$ cat src/rtl/assoc_dcache.sv
// assoc_dcache: 2-way set-associative, write-back, write-allocate data cache with 4-byte blocks and one LRU bit per set.
// Define DCACHE_STATS_EN to add saturating 16-bit hit_count / miss_count outputs.
module assoc_dcache #(
    parameter int ADDR_W   = 8,
    parameter int SET_BITS = 2
) (
    input  logic              clock,
    input  logic              reset,
    input  logic              read,
    input  logic              write,
    input  logic [ADDR_W-1:0] cpu_address,
    input  logic [7:0]        cpu_writeData,
    output logic [7:0]        cpu_readData,
    output logic              busywait,
    output logic              mem_read,
    output logic              mem_write,
    output logic [ADDR_W-3:0] mem_address,
    output logic [31:0]       mem_writeData,
    input  logic [31:0]       mem_readData,
    input  logic              mem_busywait
`ifdef DCACHE_STATS_EN
    ,
    output logic [15:0]       hit_count,
    output logic [15:0]       miss_count
`endif
);

    localparam int TAG_W = ADDR_W - 2 - SET_BITS;
    localparam int SETS  = 1 << SET_BITS;

    typedef enum logic [1:0] {IDLE, WRITEBACK, FETCH, UPDATE} state_t;

    state_t                     state;
    logic [31:0]                data_mem [2][SETS];
    logic [TAG_W-1:0]           tag_mem  [2][SETS];
    logic [SETS-1:0][1:0]       valid_bits;
    logic [SETS-1:0][1:0]       dirty_bits;
    logic [SETS-1:0]            lru_bits;
    logic                       victim_q;
    logic [31:0]                fill_block;

    logic [1:0]                 offset;
    logic [SET_BITS-1:0]        set_idx;
    logic [TAG_W-1:0]           req_tag;
    logic [4:0]                 byte_lsb;
    logic                       access;
    logic                       hit0;
    logic                       hit1;
    logic                       hit;
    logic                       hit_way;
    logic                       victim_way;
    logic                       lookup_hit;
    logic [31:0]                hit_block;

    assign offset   = cpu_address[1:0];
    assign set_idx  = cpu_address[SET_BITS+1:2];
    assign req_tag  = cpu_address[ADDR_W-1:SET_BITS+2];
    assign byte_lsb = {offset, 3'b000};

    always_comb begin
        access       = read || write;
        hit0         = valid_bits[set_idx][0] && (tag_mem[0][set_idx] == req_tag);
        hit1         = valid_bits[set_idx][1] && (tag_mem[1][set_idx] == req_tag);
        hit          = hit0 || hit1;
        hit_way      = hit1;
        lookup_hit   = (state == IDLE) && access && hit;
        busywait     = (state != IDLE) || (access && !hit);
        hit_block    = data_mem[hit_way][set_idx];
        cpu_readData = hit_block[byte_lsb +: 8];
        if (!valid_bits[set_idx][0])
            victim_way = 1'b0;
        else if (!valid_bits[set_idx][1])
            victim_way = 1'b1;
        else
            victim_way = lru_bits[set_idx];
    end

    // Control state and memory-side strobes; address/data registers need no reset.
    always_ff @(posedge clock) begin
        if (reset) begin
            state      <= IDLE;
            valid_bits <= '0;
            dirty_bits <= '0;
            lru_bits   <= '0;
            mem_read   <= 1'b0;
            mem_write  <= 1'b0;
            victim_q   <= 1'b0;
        end else begin
            case (state)
                IDLE: begin
                    if (access) begin
                        if (hit) begin
                            lru_bits[set_idx] <= ~hit_way;
                            if (write)
                                dirty_bits[set_idx][hit_way] <= 1'b1;
                        end else begin
                            victim_q <= victim_way;
                            if (dirty_bits[set_idx][victim_way]) begin
                                state         <= WRITEBACK;
                                mem_write     <= 1'b1;
                                mem_address   <= {tag_mem[victim_way][set_idx], set_idx};
                                mem_writeData <= data_mem[victim_way][set_idx];
                            end else begin
                                state       <= FETCH;
                                mem_read    <= 1'b1;
                                mem_address <= {req_tag, set_idx};
                            end
                        end
                    end
                end
                WRITEBACK: begin
                    if (!mem_busywait) begin
                        state       <= FETCH;
                        mem_write   <= 1'b0;
                        mem_read    <= 1'b1;
                        mem_address <= {req_tag, set_idx};
                    end
                end
                FETCH: begin
                    if (!mem_busywait) begin
                        state      <= UPDATE;
                        mem_read   <= 1'b0;
                        fill_block <= mem_readData;
                    end
                end
                UPDATE: begin
                    state                         <= IDLE;
                    valid_bits[set_idx][victim_q] <= 1'b1;
                    dirty_bits[set_idx][victim_q] <= 1'b0;
                    lru_bits[set_idx]             <= ~victim_q;
                end
                default: state <= IDLE;
            endcase
        end
    end

    always_ff @(posedge clock) begin
        if (!reset) begin
            if (lookup_hit && write) begin
                data_mem[hit_way][set_idx][byte_lsb +: 8] <= cpu_writeData;
            end else if (state == UPDATE) begin
                data_mem[victim_q][set_idx] <= fill_block;
                tag_mem[victim_q][set_idx]  <= req_tag;
            end
        end
    end

`ifdef DCACHE_STATS_EN
    // refill_pending marks the completion hit that follows a refill so it is not counted twice.
    logic refill_pending;

    always_ff @(posedge clock) begin
        if (reset) begin
            hit_count      <= '0;
            miss_count     <= '0;
            refill_pending <= 1'b0;
        end else begin
            if (state == UPDATE)
                refill_pending <= 1'b1;
            else if ((state == IDLE) && access)
                refill_pending <= 1'b0;
            if (lookup_hit && !refill_pending && (hit_count != '1))
                hit_count <= hit_count + 16'd1;
            if ((state == IDLE) && access && !hit && (miss_count != '1))
                miss_count <= miss_count + 16'd1;
        end
    end
`endif

endmodule

$ cat config.mk
export PLATFORM = sky130hd
export DESIGN_NAME = assoc_dcache
export DESIGN_NICKNAME = d
export VERILOG_FILES = /design/src/rtl/assoc_dcache.sv
export SDC_FILE = /design/constraint.sdc
export NUM_CORES = 1
export LEC_CHECK = 0
export CORE_ASPECT_RATIO = 0.6
export CORE_UTILIZATION = 35
export DETAILED_ROUTE_END_ITERATION = 8
export MAX_ROUTING_LAYER = met4
export RECOVER_POWER = 25
export SLEW_MARGIN = 20
export SYNTH_ARGS = -nofsm -noshare
export SYNTH_HDL_FRONTEND = slang
export SYNTH_SLANG_ARGS = --single-unit
$ cat constraint.sdc
create_clock -name clock -period 6.85 [get_ports clock]
set_clock_uncertainty 0.05 [all_clocks]
set_input_delay 1.0275 -clock clock [delete_from_list [all_inputs] [get_ports clock]]
set_output_delay 1.0275 -clock clock [all_outputs]
set_load 0.02 [all_outputs]
-- Yosys cells after proc, flatten, opt, wreduce, memory -nomap -nowiden
Memory sizes are Yosys's and may differ from the RTL's.
Cells that the tools add are included.
- register bits after elaboration: 95
- memory bits (writable): 288
- input bits: 53
- output and inout port bits: 49
- logic and storage cells: 165
- memories: 2
- memory list (memory ; depth ; width ; read ports ; clocked after Yosys merged registers in ; wr ports ; line ; text):
    data_mem ; 2 ; 128 ; 2 ; 0 ; 1 ; 34 ; logic [31:0] data_mem [2][SETS];
    tag_mem ; 2 ; 16 ; 3 ; 0 ; 1 ; 35 ; logic [TAG_W-1:0] tag_mem [2][SETS];
- add/subtract/negate cells: 1
- order comparisons: 9
- equality and inequality tests: 13
- shifts and indexed selects: 3
- multiplexer cells: 82
- bitwise operators: 10
- reductions and logical operators: 29
- operator list (operator ; count):
    2-to-1 mux 128 bit ; 4
    2-to-1 mux 32 bit ; 6
    binary-select mux 32 bit (select 2 bit) ; 2
    demux 32 bit (select 2 bit) ; 2
    OR reduction 128 bit ; 1
    2-to-1 mux 4 bit ; 9
    variable shift 8 x 7 -> 32 bit (first input constant) ; 1
    variable part select 32 x 6 -> 8 bit ; 1
    variable part select 8 x 7 -> 32 bit ; 1
    binary-select mux 4 bit (select 2 bit) ; 3
    2-to-1 mux 6 bit ; 4
    2-to-1 mux 8 bit ; 3
    2-to-1 mux 1 bit ; 22
    2-to-1 mux 2 bit ; 9
    2-to-1 mux 16 bit ; 1
    bitwise OR 8 bit ; 2
    one-hot mux 8 bit (2 select lines) ; 1
    AND reduction 5 bit ; 3
    != test 2 bit (second input constant) ; 7
    one-hot mux 6 bit (2 select lines) ; 1
    logical AND 1 bit ; 10
    AND reduction 3 bit ; 3
    AND 8 bit ; 1
    binary-select mux 2 bit (select 2 bit) ; 2
    31 further kinds ; 48

-- Logic depth before layout (Yosys ltp)
- depth in word-level cells: 17
- mapped depth: 11
- depth with buffers taken out: 8

-- Worst setup path after synthesis
No wires, ideal clock.
- kind: input-to-reg
- from: input port reset
- to: register fill_block[0] (enable)
- setup time: 0.468 ns
- data arrival time: 3.855 ns
- data required time: 6.332 ns
- slack: 2.477 ns
- cell stages on the path: 3
- buffers on the path: 2
- path through: clkbuf_1 > buf_1 > nor3b_1
- longest elaborated chain between the ends: 2
- RTL lines (what ; line ; text):
    from (decl) ; 8 ; input logic reset,
    inverter 1 bit (no source line) ; n/a ;
    AND reduction 3 bit (no source line) ; n/a ;
    to (signal assigned) ; 123 ; fill_block <= mem_readData;
    to (decl) ; 40 ; logic [31:0] fill_block;
Every way passes these cells.
A chain may end at the register's enable or synchronous reset.

-- Worst setup path after layout
- from: input port cpu_address[2]
- to: output port cpu_readData[7]
- longest elaborated chain between the ends: 11
- elaborated cells between the ends (all ways): 13
- those cells by class: 1 x eq/ne; 1 x shift; 8 x mux; 1 x bitwise; 1 x reduce/logical; 1 x memory
- RTL lines (what ; line ; text):
    from (decl) ; 11 ; input logic [ADDR_W-1:0] cpu_address,
    inverter 2 -> 3 bit (not written as such) ; 63, 68 ;
    binary-select mux 4 bit (select 2 bit) ; 63 ; hit1 = valid_bits[set_idx][1] && (tag_mem[1][set_idx] == req_tag);
    2-to-1 mux 4 bit (not written as such) (2 in series) ; 63 ;
    equality test 4 bit ; 63 ;
    logical AND 1 bit ; 63 ;
    memory read (2 x 128 bit) ; n/a ;
    binary-select mux 32 bit (select 2 bit) * ; 68 ; hit_block = data_mem[hit_way][set_idx];
    2-to-1 mux 32 bit (not written as such) * (2 in series) ; 68 ;
    variable part select 32 x 6 -> 8 bit * ; 69 ; cpu_readData = hit_block[byte_lsb +: 8];
    to (decl) ; 13 ; output logic [7:0] cpu_readData,
Every way passes the cells marked *; elsewhere a longest branch is shown, timed or not. The select of a mux whose other input is x is not followed.

==> results.yml <==
critical_path:
  crit_path_end_kind: "output pin"
  crit_fanout: 70
  cpMostUsedCell: "mux4_2"
  cp_cell_sequence: "clkbuf_8 -> mux4_2 -> xnor2_1 -> nand3_1 -> nor3_4 -> buf_4 -> mux4_2 -> inv_1 -> clkdlybuf4s50_1"
  slowest_delay_ps: 620
  path_class: "in2out"
  worst-endpoint-required_ps: 5770
  worst_ep_arrival_time_ps: 4390
  worst_setup_path_start_kind: "input pin"
  crit_path_top_delay_cell: "mux4_2"
  crit_family: "buffers and inverters"
  timing.critical_path.buf_inv: 4
power:
  finalPower_mw: 5.29
  ir_drop_mv: 0.186
  netSwitchingFraction: 0.244
  p_per_area_nw_per_um2: 264
  combPwrFrac: 0.115
  pwr-share-clk: 0.379
  pwr-share-seq: 0.506
  intPower_mw: 4.00
  p_sw_mw: 1.29
  leakage_nw: 6.42
finish:
  layout_commonest_cell: "edfxtp_1"
  num_antenna_cells: 0
  synthToLayoutAreaGrowth_pct: 16.6
  final_cell_mix: "358 x edfxtp_1, 148 x mux4_2, 77 x dlygate4sd3_1"
  design_area_um2: 20000
  nFillCells: 4205
  final_nets: 1082
  drive_gt1_frac: 0.253
global_route:
  grt_pass1_vias: 9503
  antenna_found_initial: 1
  grt.overflow.total: 0
  grt_pass1_wl_mm: 67.1
  grt_max_degree: 71
  track_usage: 0.191
route:
  ant_nets: 0
  wl_per_cell_um: 27.1
  vias_per_cell: 5.56
  drt-initial-drc-count: 1044
  drt_pass1_iterations: 7
  drt-total-wl_mm: 45.7
  num_vias: 9383
  drcViolationCount: 6
synth:
  syn-instance-count: 913
  ys_seq_elements: 383
  synth_edf_count: 358
  yosysWarnings: 0
  seq_area_frac_synth: 0.655
  syn_avg_cell_area_um2: 18.8
  async_flop_share: 0
  syn_nets: 976
  yosysTopAreaCell: "edfxtp_1"
  ys.flop_type: "edfxtp_1"
  netlist_area_um2: 17200
  synth_top_cell_area_share: 0.625
  ys_types: 50
  synthTopCellsByArea: "edfxtp_1 63%, mux4_2 19%, dfxtp_1 2.9%"
floorplan:
  initial_core_util: 0.357
  rows: 62
  io_pins: 102
  fp.dieArea_um2: 50000
  die_h_um: 174
  core-area_um2: 48200
  die_w_um: 288
timing:
  rsz0062_at_grt: "false"
  slew_violations: 75
  final_hold_viol_count: 0
  finalSetupTns_ps: 0
  min_period_ps: 5470
  fin_crit_sh: 0.799
  slew_headroom: -0.638
  finalSetupViolations: 0
  worst_pin_slew_ps: 2460
  max_freq_ghz: 0.183
hold_path:
  min_path_type: "reg2reg"
clock_tree:
  cts_resized: 0
  cts_tree: "done"
  path_clk_slew_ps: 60
  clk_latency_ps: 550
  cts.sinks: 383
  ctsHoldBuffers: 0
  cts_root_buf: "clkbuf_16"
  clk_path_buf_depth: 3
  cts.htree.levels: 2
  post_cts_buffers: 0
  numCtsBuffers: 38
outcome:
  outcome: "finished with violations"
  failed_checks: "DRC, capacitance limit, slew limit"
run:
  drv_cap: 3
placement:
  hpwlAfterDp_mm: 30.3
  post_dp_cell_area_um2: 18900
  gp_congestion: 0.829
  io_buffers: 101
sequential cells by signal (all words and copies together) (netlist names), 2 cells and up:
name	count
fill_block	32
dirty_bits	8
valid_bits	8
lru_bits	4
state	2
data_mem	256
mem_address	6
tag_mem	32
mem_writeData	32
path summary, 6_finish.rpt:
path	startpoint	slack [ps]	cells past startpoint	to
worst max-delay path	cpu_address[2]	1380	9	cpu_readData[7]
worst min-delay path	lru_bits[2]	410	2	lru_bits[2]
worst max register to register	state[1]	2550	5	tag_mem[0][14]
worst min register to register	lru_bits[2]	410	2	lru_bits[2]
cell usage after synthesis (2+ instances only):
| library cell | instances |
|---|---|
| buf_2 | 18 |
| and2_1 | 3 |
| nor4_1 | 2 |
| clkbuf_1 | 22 |
| buf_1 | 9 |
| xnor2_1 | 6 |
| dfxtp_1 | 25 |
| o32ai_1 | 5 |
| ha_1 | 10 |
| nand3_1 | 3 |
| inv_1 | 19 |
| a22o_1 | 32 |
| nor3_2 | 2 |
| a31oi_1 | 10 |
| a211oi_1 | 4 |
| buf_4 | 6 |
| a211o_1 | 2 |
| o21ai_0 | 3 |
| nand2_1 | 23 |
| a21oi_1 | 21 |
| nor2_1 | 66 |
| xor2_1 | 2 |
| nor2b_1 | 4 |
| edfxtp_1 | 358 |
| nand2b_1 | 6 |
| mux2_2 | 34 |
| buf_6 | 4 |
| mux2i_1 | 42 |
| o22ai_1 | 4 |
| mux4_2 | 148 |
logic make-up (layout without fill, tap and decap cells):
group | Yosys count | after routing | synth area share
flip-flops | 383 | 383 | 0.655
multiplexers | 224 | 224 | 0.241
AND/OR/NAND/NOR | 117 | 117 | 0.0311
AO/OA/AOI/OAI | 92 | 92 | 0.0408
buffers and inverters | 79 | 213 | 0.0216
adder cells (fa/ha/maj) | 10 | 10 | 0.00728
XOR/XNOR | 8 | 8 | 0.00408
area by class of cell:
| class | instances | area [um2] | share of cell area |
|---|---|---|---|
| Timing Repair Buffer | 125 | 1190 | 0.0594 |
| Clock buffer | 49 | 992 | 0.0495 |
| Tap cell | 640 | 801 | 0.0400 |
| Multi-Input combinational cell | 451 | 5570 | 0.278 |
| Inverter | 20 | 75.1 | 0.00375 |
| Clock inverter | 19 | 158 | 0.00787 |
| Sequential cell | 383 | 11300 | 0.561 |
worst register-to-register path, cell delays in order, from the launching register on:
cell and delay, ps:
dfxtp_1 410, ha_1 210, nor2b_1 1270, clkbuf_1 1230, nand2b_1 340, nor2_1 460
power groups by stage:
stage / Combinational (mW) / Clock [mW] / Sequential [mW]
global placement: 0.611 / 0 / 2.73
CTS: 0.623 / 2.04 / 2.68
global route: 0.654 / 2.13 / 2.68
detailed placement: 0.620 / 0 / 2.73
floorplan: 0.377 / 0 / 2.73
finish: 0.606 / 2.00 / 2.68
through the flow:
stage               std cells  hold slack [ps]  setup slack (ps)  utilization
floorplan                 913              381              2480            -
global placement         1619              396              1340        0.393
detailed placement       1619              403              1340        0.393
CTS                      1687              412              1320        0.417
global route             1687              432              1200        0.416
finish                   1687              411              1380        0.416
layer usage:
metal	vias up	GRT usage	share of wire	wire [um]
li1	4005	-	-	-
met1	4977	0.286	0.46	21000
met5	-	-	0	0
met4	0	0.0346	0.012	562
met2	352	0.275	0.46	20900
met3	49	0.0328	0.072	3280
Note: power is estimated with default switching activity, not from simulation.
